**config.mk**
```make
export PLATFORM = sky130hd
export DESIGN_NAME = gate_hold_fsm
export DESIGN_NICKNAME = d
export VERILOG_FILES = /design/src/rtl/gate_hold_fsm.sv
export SDC_FILE = /design/constraint.sdc
export NUM_CORES = 1
export LEC_CHECK = 0
export CAP_MARGIN = 30
export CORE_MARGIN = 2
export CORE_UTILIZATION = 53
export CTS_BUF_LIST = sky130_fd_sc_hd__clkbuf_16
export DETAILED_ROUTE_END_ITERATION = 10
export PLACE_DENSITY = 0.82
export SLEW_MARGIN = 5
export SYNTH_ARGS = -nofsm -noshare
export SYNTH_HDL_FRONTEND = slang
export SYNTH_SLANG_ARGS = --single-unit
```
**constraint.sdc**
```tcl
create_clock -name clk -period 3.51 [get_ports clk]
set_input_delay 1.053 -clock clk [delete_from_list [all_inputs] [get_ports clk]]
set_output_delay 1.053 -clock clk [all_outputs]
set_load 0.005 [all_outputs]
```
**src/rtl/gate_hold_fsm.sv**
```systemverilog
// Noise gate: opens after ATTACK_N consecutive detector hits and closes after HOLD_N consecutive misses.
// Latency: audio 1 cycle, gate state 1 cycle after det_valid. There is no backpressure; the inputs are strobe-qualified.
module gate_hold_fsm #(
    parameter int WIDTH    = 16,
    parameter int ATTACK_N = 4,
    parameter int HOLD_N   = 2400,
    parameter int CNT_W    = 16
) (
    input  logic                    clk,
    input  logic                    rst_n,
    input  logic signed [WIDTH-1:0] det_in,
    input  logic                    det_valid,
    input  logic signed [WIDTH-1:0] audio_in,
    input  logic                    audio_valid,
    output logic signed [WIDTH-1:0] audio_out,
    output logic                    audio_out_valid,
    output logic                    gate_open,
    output logic                    open_pulse,
    output logic                    close_pulse
);

    typedef enum logic [1:0] {CLOSED, ATTACK, OPEN, HOLD} state_t;

    localparam logic [CNT_W-1:0] ATTACK_LIM = CNT_W'(ATTACK_N);
    localparam logic [CNT_W-1:0] HOLD_LIM   = CNT_W'(HOLD_N);
    localparam logic [CNT_W-1:0] CNT_ONE    = CNT_W'(1);

    state_t           state;
    logic [CNT_W-1:0] cnt;
    logic [CNT_W-1:0] cnt_inc;
    logic             det_hit;

    assign det_hit = |det_in;
    assign cnt_inc = cnt + CNT_ONE;

    always_ff @(posedge clk or negedge rst_n) begin
        if (!rst_n) begin
            state       <= CLOSED;
            cnt         <= '0;
            gate_open   <= 1'b0;
            open_pulse  <= 1'b0;
            close_pulse <= 1'b0;
        end else begin
            open_pulse  <= 1'b0;
            close_pulse <= 1'b0;
            if (det_valid) begin
                case (state)
                    CLOSED: begin
                        if (!det_hit) begin
                            cnt <= '0;
                        end else if (ATTACK_N == 1) begin
                            state      <= OPEN;
                            cnt        <= '0;
                            gate_open  <= 1'b1;
                            open_pulse <= 1'b1;
                        end else begin
                            state <= ATTACK;
                            cnt   <= CNT_ONE;
                        end
                    end
                    ATTACK: begin
                        if (!det_hit) begin
                            state <= CLOSED;
                            cnt   <= '0;
                        end else if (cnt_inc == ATTACK_LIM) begin
                            state      <= OPEN;
                            cnt        <= '0;
                            gate_open  <= 1'b1;
                            open_pulse <= 1'b1;
                        end else begin
                            cnt <= cnt_inc;
                        end
                    end
                    OPEN: begin
                        if (det_hit) begin
                            cnt <= '0;
                        end else if (HOLD_N == 1) begin
                            state       <= CLOSED;
                            cnt         <= '0;
                            gate_open   <= 1'b0;
                            close_pulse <= 1'b1;
                        end else begin
                            state <= HOLD;
                            cnt   <= CNT_ONE;
                        end
                    end
                    default: begin // HOLD: a hit retriggers silently
                        if (det_hit) begin
                            state <= OPEN;
                            cnt   <= '0;
                        end else if (cnt_inc == HOLD_LIM) begin
                            state       <= CLOSED;
                            cnt         <= '0;
                            gate_open   <= 1'b0;
                            close_pulse <= 1'b1;
                        end else begin
                            cnt <= cnt_inc;
                        end
                    end
                endcase
            end
        end
    end

    // Gating uses the pre-edge gate_open, so a same-cycle transition affects the next sample
    always_ff @(posedge clk or negedge rst_n) begin
        if (!rst_n) begin
            audio_out       <= '0;
            audio_out_valid <= 1'b0;
        end else begin
            audio_out_valid <= audio_valid;
            if (audio_valid)
                audio_out <= gate_open ? audio_in : '0;
        end
    end

endmodule

```
Word level (Yosys, flattened, before mapping)
Index checks and enable logic that the tools add are counted.
Widths: inputs -> output; s select.
{"block": "totals", "romBits": 0, "mem_count": 0, "latch_bits": 0, "word_cells": 55, "output_inout_bits": 20, "ram_bits": 0, "ff_bits": 38}
{"block": "classes", "n_reduce_logical": 8, "n_addsub": 1, "n_mux": 28, "order_cmp": 0, "div_mod_pow": 0, "n_bitwise": 1, "n_shift": 0, "n_mul": 0, "n_eq_ne": 10}
{"operator": "$mux 16", "n": 5}
{"operator": "$pmux 16 s3", "n": 1}
{"operator": "$add 16x1->16 const B", "n": 1}
{"operator": "$eq 16x12->1 const B", "n": 1}
{"operator": "$eq 16x3->1 const B", "n": 1}
{"operator": "$reduce_or 16->1", "n": 1}
{"operator": "$mux 1", "n": 14}
{"operator": "$mux 2", "n": 6}
{"operator": "$ne 2x2->1 const B", "n": 4}
{"operator": "$pmux 2 s3", "n": 1}
{"operator": "$reduce_and 6->1", "n": 1}
{"operator": "$reduce_and 5->1", "n": 1}
{"operator": "$reduce_bool 4->1", "n": 1}
{"operator": "$ne 3x3->1 const B", "n": 1}
{"operator": "$reduce_or 3->1", "n": 1}
{"operator": "$eq 2x1->1 const B", "n": 1}
{"operator": "$eq 2x2->1 const B", "n": 1}
{"operator": "$logic_not 2->1", "n": 1}
{"operator": "$ne 2x1->1 const B", "n": 1}
{"operator": "$pmux 1 s2", "n": 1}
{"operator": "$reduce_bool 2->1", "n": 1}
{"operator": "$reduce_or 2->1", "n": 1}
{"operator": "$not 1->1", "n": 1}

Longest topological paths before layout
Gate-level depths: netlist of the first run.
{"block": "logic_depth", "depth_word": 6, "depth_mapped": 10, "mapped_depth_nobuf": 9}

Worst setup path before layout of the first run
No wires, ideal clock.
{"block": "synth_timing", "kind": "input -> register", "startpoint": "input det_in[10]", "endpoint": "register cnt[7]", "arrival_ns": 2.518, "path_stages": 8, "slack_ns": 0.927, "path_cell_list": "nor4_1 -> nand4_1 -> inv_1 -> nand2_1 -> o22a_4 -> buf_8 -> nor4_1 -> o21a_1"}
{"block": "synth_via", "elab_chain_cells": 3}
{"item": "start, declared", "line": "11", "text": "input logic signed [WIDTH-1:0] det_in,"}
{"item": "$reduce_or 16->1 (*)", "line": "33", "text": "assign det_hit = |det_in;"}
{"item": "$mux 16 (on tied branches)", "line": "88, 62"}
{"item": "$pmux 16 s3 (*)", "line": "47", "text": "case (state)"}
{"item": "end signal, assigned", "line": "71", "text": "cnt <= cnt_inc;"}
{"item": "end signal, assigned", "line": "97", "text": "cnt <= cnt_inc;"}
{"item": "end, declared", "line": "29", "text": "logic [CNT_W-1:0] cnt;"}
Every way passes the cells marked *; elsewhere a longest branch is shown, timed or not.
A chain may end at the register's enable or synchronous reset.

Worst setup path after layout of the first run
{"block": "layout_timing", "startpoint": "input det_in[10]", "endpoint": "register cnt[4]"}
The elaborated chain is that of the path after synthesis.

==> run summary, run 1 <==
The site row count is 23. The number of antenna violations at the first check in global routing is 0. In this run the horizontal extent of the chip is 68.6 um. The compound-cell area share of the yosys netlist came out at between 15 and 20%. The share of layout cells above drive strength 1 is 9.69%. The routing usage on met2 came out at between 30% and 40%. In this run the most used layer during global routing was met2. At the worst endpoint, the required time is 3.73 ns. The combinational family with the most area after synthesis is simple AND/OR/NAND/NOR gates. The clock-pin slew of the registers on the worst-case setup and hold paths came out at 0.05 ns. For the worst setup path, the data arrival time is 3.10 ns. In the global route stage, met1 resource usage came out at between 30 and 40%. The H-tree was split into 2 levels. The netlist area before placement came out at 2210 um2. The maximum resistive drop on vdd is 0.000355 V.

The post-synthesis sequential area ratio is 43.0%. Among all flip-flop cells after synthesis, the most frequent one is dfrtp_1. The quantity of I/O buffers inserted on ports came out at 55. The instance area at placement is 2750 um2. Routability-driven placement finished with a final weighted congestion of 0.869.

In this run the post-CTS setup repair buffer count came out at 0. The part of the total power dissipated in sequential elements came out at 38.3%. The detailed router finished its first iteration with about 120 violations. Along the worst path, the maximum fanout reaches 18. The kind of end point of the critical path is a flip-flop. The core area is 4000 um2. Clock latency on the worst-skew pair, taken at its later pin, is 0.28 ns. Wires add up to slightly above 5000 um. The die covers around 4700 um2. In this run the critical register-to-register path is launched from cnt[0]$_DFFE_PN0P_. The residual overflow from global routing is 0.

The number of global-route vias before repair came out at 1776. The relative slew slack came out at between 30% and 40%. The number of inserted diodes is 0. The vias after detailed routing is 1911. The post-detailed-route via-to-cell ratio is between 5 and 6.

The final standard cell area without fillers is 2910 um2. The number of nets in the synthesized netlist is 277. The worst clock skew is 0.00481 ns. The synthesized netlist devotes 2.83% of its cell area to adder and majority cells. For this design the top-level I/O count stands at 56.

At the pin with the least slew margin, the transition time is 0.912 ns. The combinational share of power is 23.7%. The count of unique library cells instantiated by Yosys is 52. The simple-gate area share of the yosys netlist came out at about 25%. The run finished with clean final reports.

The synthesized area divided by synthesized cell count is 9.36 um2. The total of warnings raised by yosys came out at 0. The worst hold path belongs to the class reg -> reg. Tracing the worst setup path back leads to its startpoint at det_in[10]. In the global route stage, met3 resource usage came out at 6.01%. The wire length per cell after detailed routing came out at approximately 15 um. For this run, the total global-route usage over all layers was measured as between 20% and 30%. The share of total power consumed by net switching came out at 27.4%. The detail route stage leaves a number of antenna-violating nets equal to 0. The quantity of gates resized following cts came out at 0.

In the final design database the tool counted 329 nets. The total negative slack is 0 ns. The critical path in this run is classified as in -> reg. The relative contribution of the clock network to total power came out at 38.0%.

Counting every sink on the clock net gives 38. In this run the clock root is driven by a clkbuf_16. The xor-xnor portion of the synthesized cell area came out at roughly 2.8%. The first global-routing pass estimated 8560 um of wire. After legalization and detailed placement, the total HPWL measured 3570 um. Static timing analysis puts the maximum clock frequency at between 300 and 400 MHz. Relative to the synthesized area, the layout overhead comes to 31.9%.

The effective utilization at floorplan is 55.2%. Counting flops with an async set or reset pin after synthesis yields a share of 100%. The number of failing hold endpoints at the final stage is 0. For this design the ratio of total power to cell area is between 400 and 500 nW/um2. Hold repair after CTS inserted 0 buffers. The largest net degree at the start of global routing came out at 39. The switching power came out at 0.359 mW. The total internal power came out at 0.952 mW. Counting the buffers created by CTS gives 5. For the finished layout, the period the worst path requires is 2.89 ns. Setup repair after global routing left no endpoint under its margin. In this run the static leakage power is 1.23 nW. The origin of the worst min-delay path is cnt[15]$_DFFE_PN0P_. The total of endpoints with negative setup slack in the final report came out at 0.

The die outline height came out at between 60 and 70 um. The buffer levels on the longest clock path came out at 2. The post-route DRC violation count is 0. The clock tree from TritonCTS is built. The portion of the clock cycle consumed by the worst path in the final layout is 82.3%. The number of flops mapped to enable cells by yosys is 0. The register bit count reported by yosys is 38. The reported max-cap violation count came out at 0. The proportion of synthesized area in mux cells came out at 1.08%.

Before antenna repair, the detailed router went through 4 iterations. The type of element launching the critical path is a primary input. The number of pins exceeding their max-slew limit in the final report is 0. Fill cells in the final layout number 309. The number of instances in the synthesized netlist came out at 236.
[state kept, by name (all words and copies together), names as in the netlist, named ones only]
signal	flops
audio_out_valid	1
close_pulse	1
open_pulse	1
audio_out	16
gate_open	1
state	1
cnt	16
[critical path: stages]
cell and delay (ns):
clkdlybuf4s50_1 0.40, nor4_1 0.29, nand4_1 0.31, inv_1 0.20, nand2_1 0.12, o22a_4 0.35, nor2_4 0.21, a22o_1 0.17
[metal layers]
layer	wire length (um)	share of wire, %
met1	2170	42
met2	2480	48
met3	371	7.2
met4	97	1.9
met5	0	0
[logic make-up after synthesis]
logic type / after synthesis
DFF: 38
adders and majority gates: 5
buffers and inverters: 36
AOI/OAI and AO/OA: 56
muxes: 2
xor gates and xnor gates: 7
and+or+nand+nor: 92
[placed cells by master, fill, tap and decap left out, types with 6 or more instances in the layout]
cell and count:
nor4_1 9, o21ai_0 22, inv_1 24, dfrtp_1 38
a22o_1 7, clkdlybuf4s50_1 54, nor3_1 7, nand3_1 19
nand2_1 16, and3_1 6, nor2_1 10
[path summary, 6_finish.rpt]
check	depth (start not counted)	end	slack (ns)
min in group asynchronous	1	audio_out[10]$_DFFE_PN0P_	0.88
min reg2reg	2	cnt[15]$_DFFE_PN0P_	0.50
max	8	cnt[4]$_DFFE_PN0P_	0.62
min	2	cnt[15]$_DFFE_PN0P_	0.50
max in group asynchronous	1	open_pulse$_DFF_PN0_	2.11
max reg2reg	9	cnt[12]$_DFFE_PN0P_	0.72
[area by class of cell]
class | instances | area, um2 | share of cell area (%)
tap | 50 | 62.6 | 2.15
sequential | 38 | 951 | 32.6
multi-input combinational | 162 | 1080 | 37.2
clock inverter | 3 | 40.0 | 1.37
timing repair buffer | 57 | 561 | 19.2
clock buffer | 5 | 125 | 4.29
inverter | 24 | 90.1 | 3.09
[per-stage QoR]
step | worst slack [ns] | power [mW] | hold WS [ns] | utilization [%] | instances
2_1_floorplan | 0.927 | 0.697 | 0.470 | - | 236
3_3_place_gp | 0.375 | 0.814 | 0.485 | 68.7 | 331
3_5_place_dp | 0.336 | 0.819 | 0.491 | 68.7 | 331
4_1_cts | 0.618 | 1.32 | 0.502 | 72.8 | 339
5_1_grt | 0.357 | 1.39 | 0.532 | 72.8 | 339
6_report | 0.622 | 1.31 | 0.503 | 72.8 | 339
[cells in the mapped netlist, drive strengths merged, types with 3 or more instances]
cell type	n	area [um2]
nand3	19	95.1
dfrtp	38	951
o21ai	27	143
nand4	6	58.8
ha	5	62.6
o2bb2ai	3	26.3
inv	24	90.1
nand2	16	60.1
nor4	9	56.3
o31ai	3	22.5
and2	3	18.8
and3	6	37.5
buf	3	30.0
or4	3	26.3
xnor2	5	43.8
clkbuf	9	53.8
a21oi	3	15.0
nor2	11	48.8
nor3	8	51.3
a22o	7	61.3
[power groups by stage]
stage	Sequential [mW]	Clock, mW	Combinational (mW)
after CTS	0.502	0.506	0.313
after global routing	0.507	0.531	0.351
after global placement	0.507	0	0.306
after detailed placement	0.510	0	0.310
after floorplan	0.507	0	0.190
final	0.502	0.499	0.311
(Power assumes the default switching activity.)
==> run 2, diff against run 1 <==
--- a/config.mk
+++ b/config.mk
@@ -7,10 +7,10 @@
 export LEC_CHECK = 0
 export CAP_MARGIN = 30
 export CORE_MARGIN = 2
-export CORE_UTILIZATION = 53
+export CORE_UTILIZATION = 49
 export CTS_BUF_LIST = sky130_fd_sc_hd__clkbuf_16
 export DETAILED_ROUTE_END_ITERATION = 10
-export PLACE_DENSITY = 0.82
+export PLACE_DENSITY = 0.77
 export SLEW_MARGIN = 5
 export SYNTH_ARGS = -nofsm -noshare
 export SYNTH_HDL_FRONTEND = slang
==> constraint.sdc (replaced) <==
create_clock -name clk -period 3.01 [get_ports clk]
set_input_delay 0.903 -clock clk [delete_from_list [all_inputs] [get_ports clk]]
set_output_delay 0.903 -clock clk [all_outputs]
set_load 0.005 [all_outputs]
==> run 2 against run 1 <==
Effect of this change: combinational power up 23%; die area increased by 7.7%; utilization fell by 5.3 points; sequential power grew 17%; first-iteration DRC count shrank 8.9%; global-route usage fell by 2.8 points; final area up 0.99%; clock skew about the same; largest cell class unchanged; largest power group unchanged.
==> run summary, run 2 (same netlist as run 1, synthesis figures left out) <==
The flow ran to the end, and the final reports show no timing, DRC or antenna violations. The library cell used most frequently in the layout, excluding fill and tap cells, is clkdlybuf4s50_1. The clock period minus final worst setup slack came out at 2.85 ns. Summed over all nets, the switching power comes to 0.420 mW. The core area is 4350 um2. TritonCTS built the clock tree. The die outline height is between 70 and 80 um. The portion of the clock cycle consumed by the worst path in the final layout came out at 94.7%. Measured along the x axis, the die boundary spans 71.2 um.

The vias after detailed routing came out at 1961. The area occupied by multi-input gates is 1080 um2. The number of antenna diodes in the final layout is 0. The total global-route track usage came out at 21.9%.

The leakage component of the power came out at 1.25 nW. The number of failing hold endpoints at the final stage is 0. The clock latency on the worst-skew pair is approximately 0.28 ns.

The combinational share of power came out at between 20% and 30%. The wire length reported by the detailed router is 5190 um. The number of pins exceeding their max-slew limit in the final report is 0.

At the pin with the least slew margin, the transition time is 0.838 ns. The slowest stage of the critical path belongs to the cell or4_4. The residual overflow from global routing came out at 0. The first detailed-routing pass took 4 iterations.

The dominant delay contributor by cell family on the critical path is simple AND/OR/NAND/NOR gates. The clock net sink count is 38. After clock tree synthesis, the clock-pin slew on the worst setup and hold paths is about 0.06 ns. Setup repair after global routing left no endpoint under its margin. The post-detailed-route via-to-cell ratio is between 5 and 6.

The placer's final routability congestion estimate came out at 0.898. The H-tree was split into 2 levels. Of the cells placed in the final design, the portion with a size suffix greater than 1 is 11.5%. The pre-CTS setup slack is 0.153 ns. The floorplan has 24 rows. Internal power comes to 1.04 mW. The largest registers in the layout are audio_out (16), cnt (16). The worst setup path is captured at a flip-flop. The area of all sequential standard cells came out at 952 um2.

Along the worst path, the maximum fanout reaches 18. Traced cell by cell, the critical path runs through nand4_4 -> or4_4 -> mux2i_2 -> nand4_1 -> nor3_1 -> o22a_4 -> buf_4 -> o21ai_2 -> a21o_1. The first global-routing pass estimated 8720 um of wire. The hold buffer count at cts came out at 0. The number of nets in the layout came out at 336. The data arrival at the endpoint of the critical path came out at 3.02 ns. The library cells used most frequently in the layout, excluding fill and tap cells, are 54 x clkdlybuf4s50_1, 37 x dfrtp_1, 25 x inv_1, 22 x o21ai_0, 19 x nand3_1. The post-route DRC violation count is 0. The buffer levels on the longest clock path is 2.

The number of buffers inserted during clock tree synthesis came out at 5. Across the run, the number of max-cap violations was 0. In this run the power density over the cells is roughly 490 nW/um2. Port buffering added 55 buffers. The setup path with the least slack is of type reg -> reg. The worst hold path belongs to the class reg -> reg.

The maximum resistive drop on vdd came out at 0.000357 V. The share of total power consumed by net switching came out at around 29%. The number of top-level design ports came out at 56.

The wire length per cell after detailed routing came out at 14.9 um. The number of antenna violations at the first check in global routing is 0. Detailed placement ended at an HPWL of around 3700 um.

The starting DRC count in detailed routing came out at 112. The share of total power dissipated in sequential elements is 40.2%. The worst path required time came out at 3.18 ns. The number of nets still failing antenna checks after routing is 0. The relative slew slack is 44.1%.

The final worst-path setup slack came out at 0.160 ns. The maximum clock rate is 351 MHz. The critical path's largest stage delay is 0.58 ns. The relative contribution of the clock network to total power came out at 33.7%.

Counting both buffers and inverters, the worst setup path holds a total of 1. Counting the fill cells in the layout gives 349. The total negative slack came out at 0 ns. The total of endpoints with negative setup slack in the final report is 0. The largest net degree at the start of global routing is 39. The effective utilization at floorplan came out at just over 50%. The worst setup path is launched from a flip-flop. The growth of design area from synthesis to finish came out at 33.2%. The number of global-route vias before repair is 1909. The core utilization of the finished layout is 67.6%. The minimum hold slack is 0.504 ns.

On the final layout, the worst clock skew is 0.00507 ns. The die covers 5060 um2. The cell sitting at the root of the clock tree is a clkbuf_16.
[run 2: stage by stage]
stage	total power, mW	std cells	instance area, um2
global placement	0.952	337	2780
CTS	1.46	345	2920
global route	1.54	348	2940
detailed placement	0.955	337	2780
finish	1.46	348	2940
floorplan	0.813	236	2210
[run 2: area by class of cell]
type | count | area share (%)
Multi-Input combinational cell | 162 | 36.9
Sequential cell | 38 | 32.4
Timing Repair Buffer | 64 | 20.8
Clock buffer | 5 | 4.25
Inverter | 24 | 3.06
Tap cell | 52 | 2.21
Clock inverter | 3 | 0.425
[run 2: path summary, 6_finish.rpt]
path	slack, ns	start	to	cells past startpoint
min	0.50	cnt[15]$_DFFE_PN0P_	cnt[15]$_DFFE_PN0P_	2
min in group asynchronous	0.73	rst_n	audio_out[10]$_DFFE_PN0P_	1
min reg2reg	0.50	cnt[15]$_DFFE_PN0P_	cnt[15]$_DFFE_PN0P_	2
max	0.16	cnt[6]$_DFFE_PN0P_	cnt[9]$_DFFE_PN0P_	9
max reg2reg	0.16	cnt[6]$_DFFE_PN0P_	cnt[9]$_DFFE_PN0P_	9
max in group asynchronous	1.71	rst_n	cnt[5]$_DFFE_PN0P_	1
[run 2: power groups by stage]
| stage | Combinational, mW | Sequential [mW] | Clock, mW |
|---|---|---|---|
| 2_1_floorplan | 0.222 | 0.591 | 0 |
| 3_5_place_dp | 0.361 | 0.594 | 0 |
| 3_3_place_gp | 0.361 | 0.591 | 0 |
| 5_1_grt | 0.421 | 0.590 | 0.527 |
| 4_1_cts | 0.365 | 0.585 | 0.508 |
| 6_report | 0.381 | 0.585 | 0.491 |
[run 2: what timing repair did]
item | in CTS | in global routing
setup endpoints to repair | 0 | 1
endpoints found under the hold margin | 0 | 0
resized for setup | 0 | 1
buffers inserted | 0 | 3
[run 2: per-layer routing]
metal | wire (um) | part of all wire (%) | vias up | global-route usage, %
li1 | - | - | 971 | -
met1 | 2350 | 45 | 909 | 28.4
met2 | 2400 | 46 | 73 | 34.6
met3 | 362 | 7.0 | 8 | 6.98
met4 | 70 | 1.3 | 0 | 7.97
met5 | 0 | 0 | - | 0
[run 2: worst reg2reg max path, cell delays in order, from the launching register on]
cell and delay (ns):
dfrtp_1 0.49, nand4_4 0.20, or4_4 0.59, mux2i_2 0.30
nand4_1 0.14, nor3_1 0.32, o22a_4 0.35, buf_4 0.16
o21ai_2 0.04, a21o_1 0.17
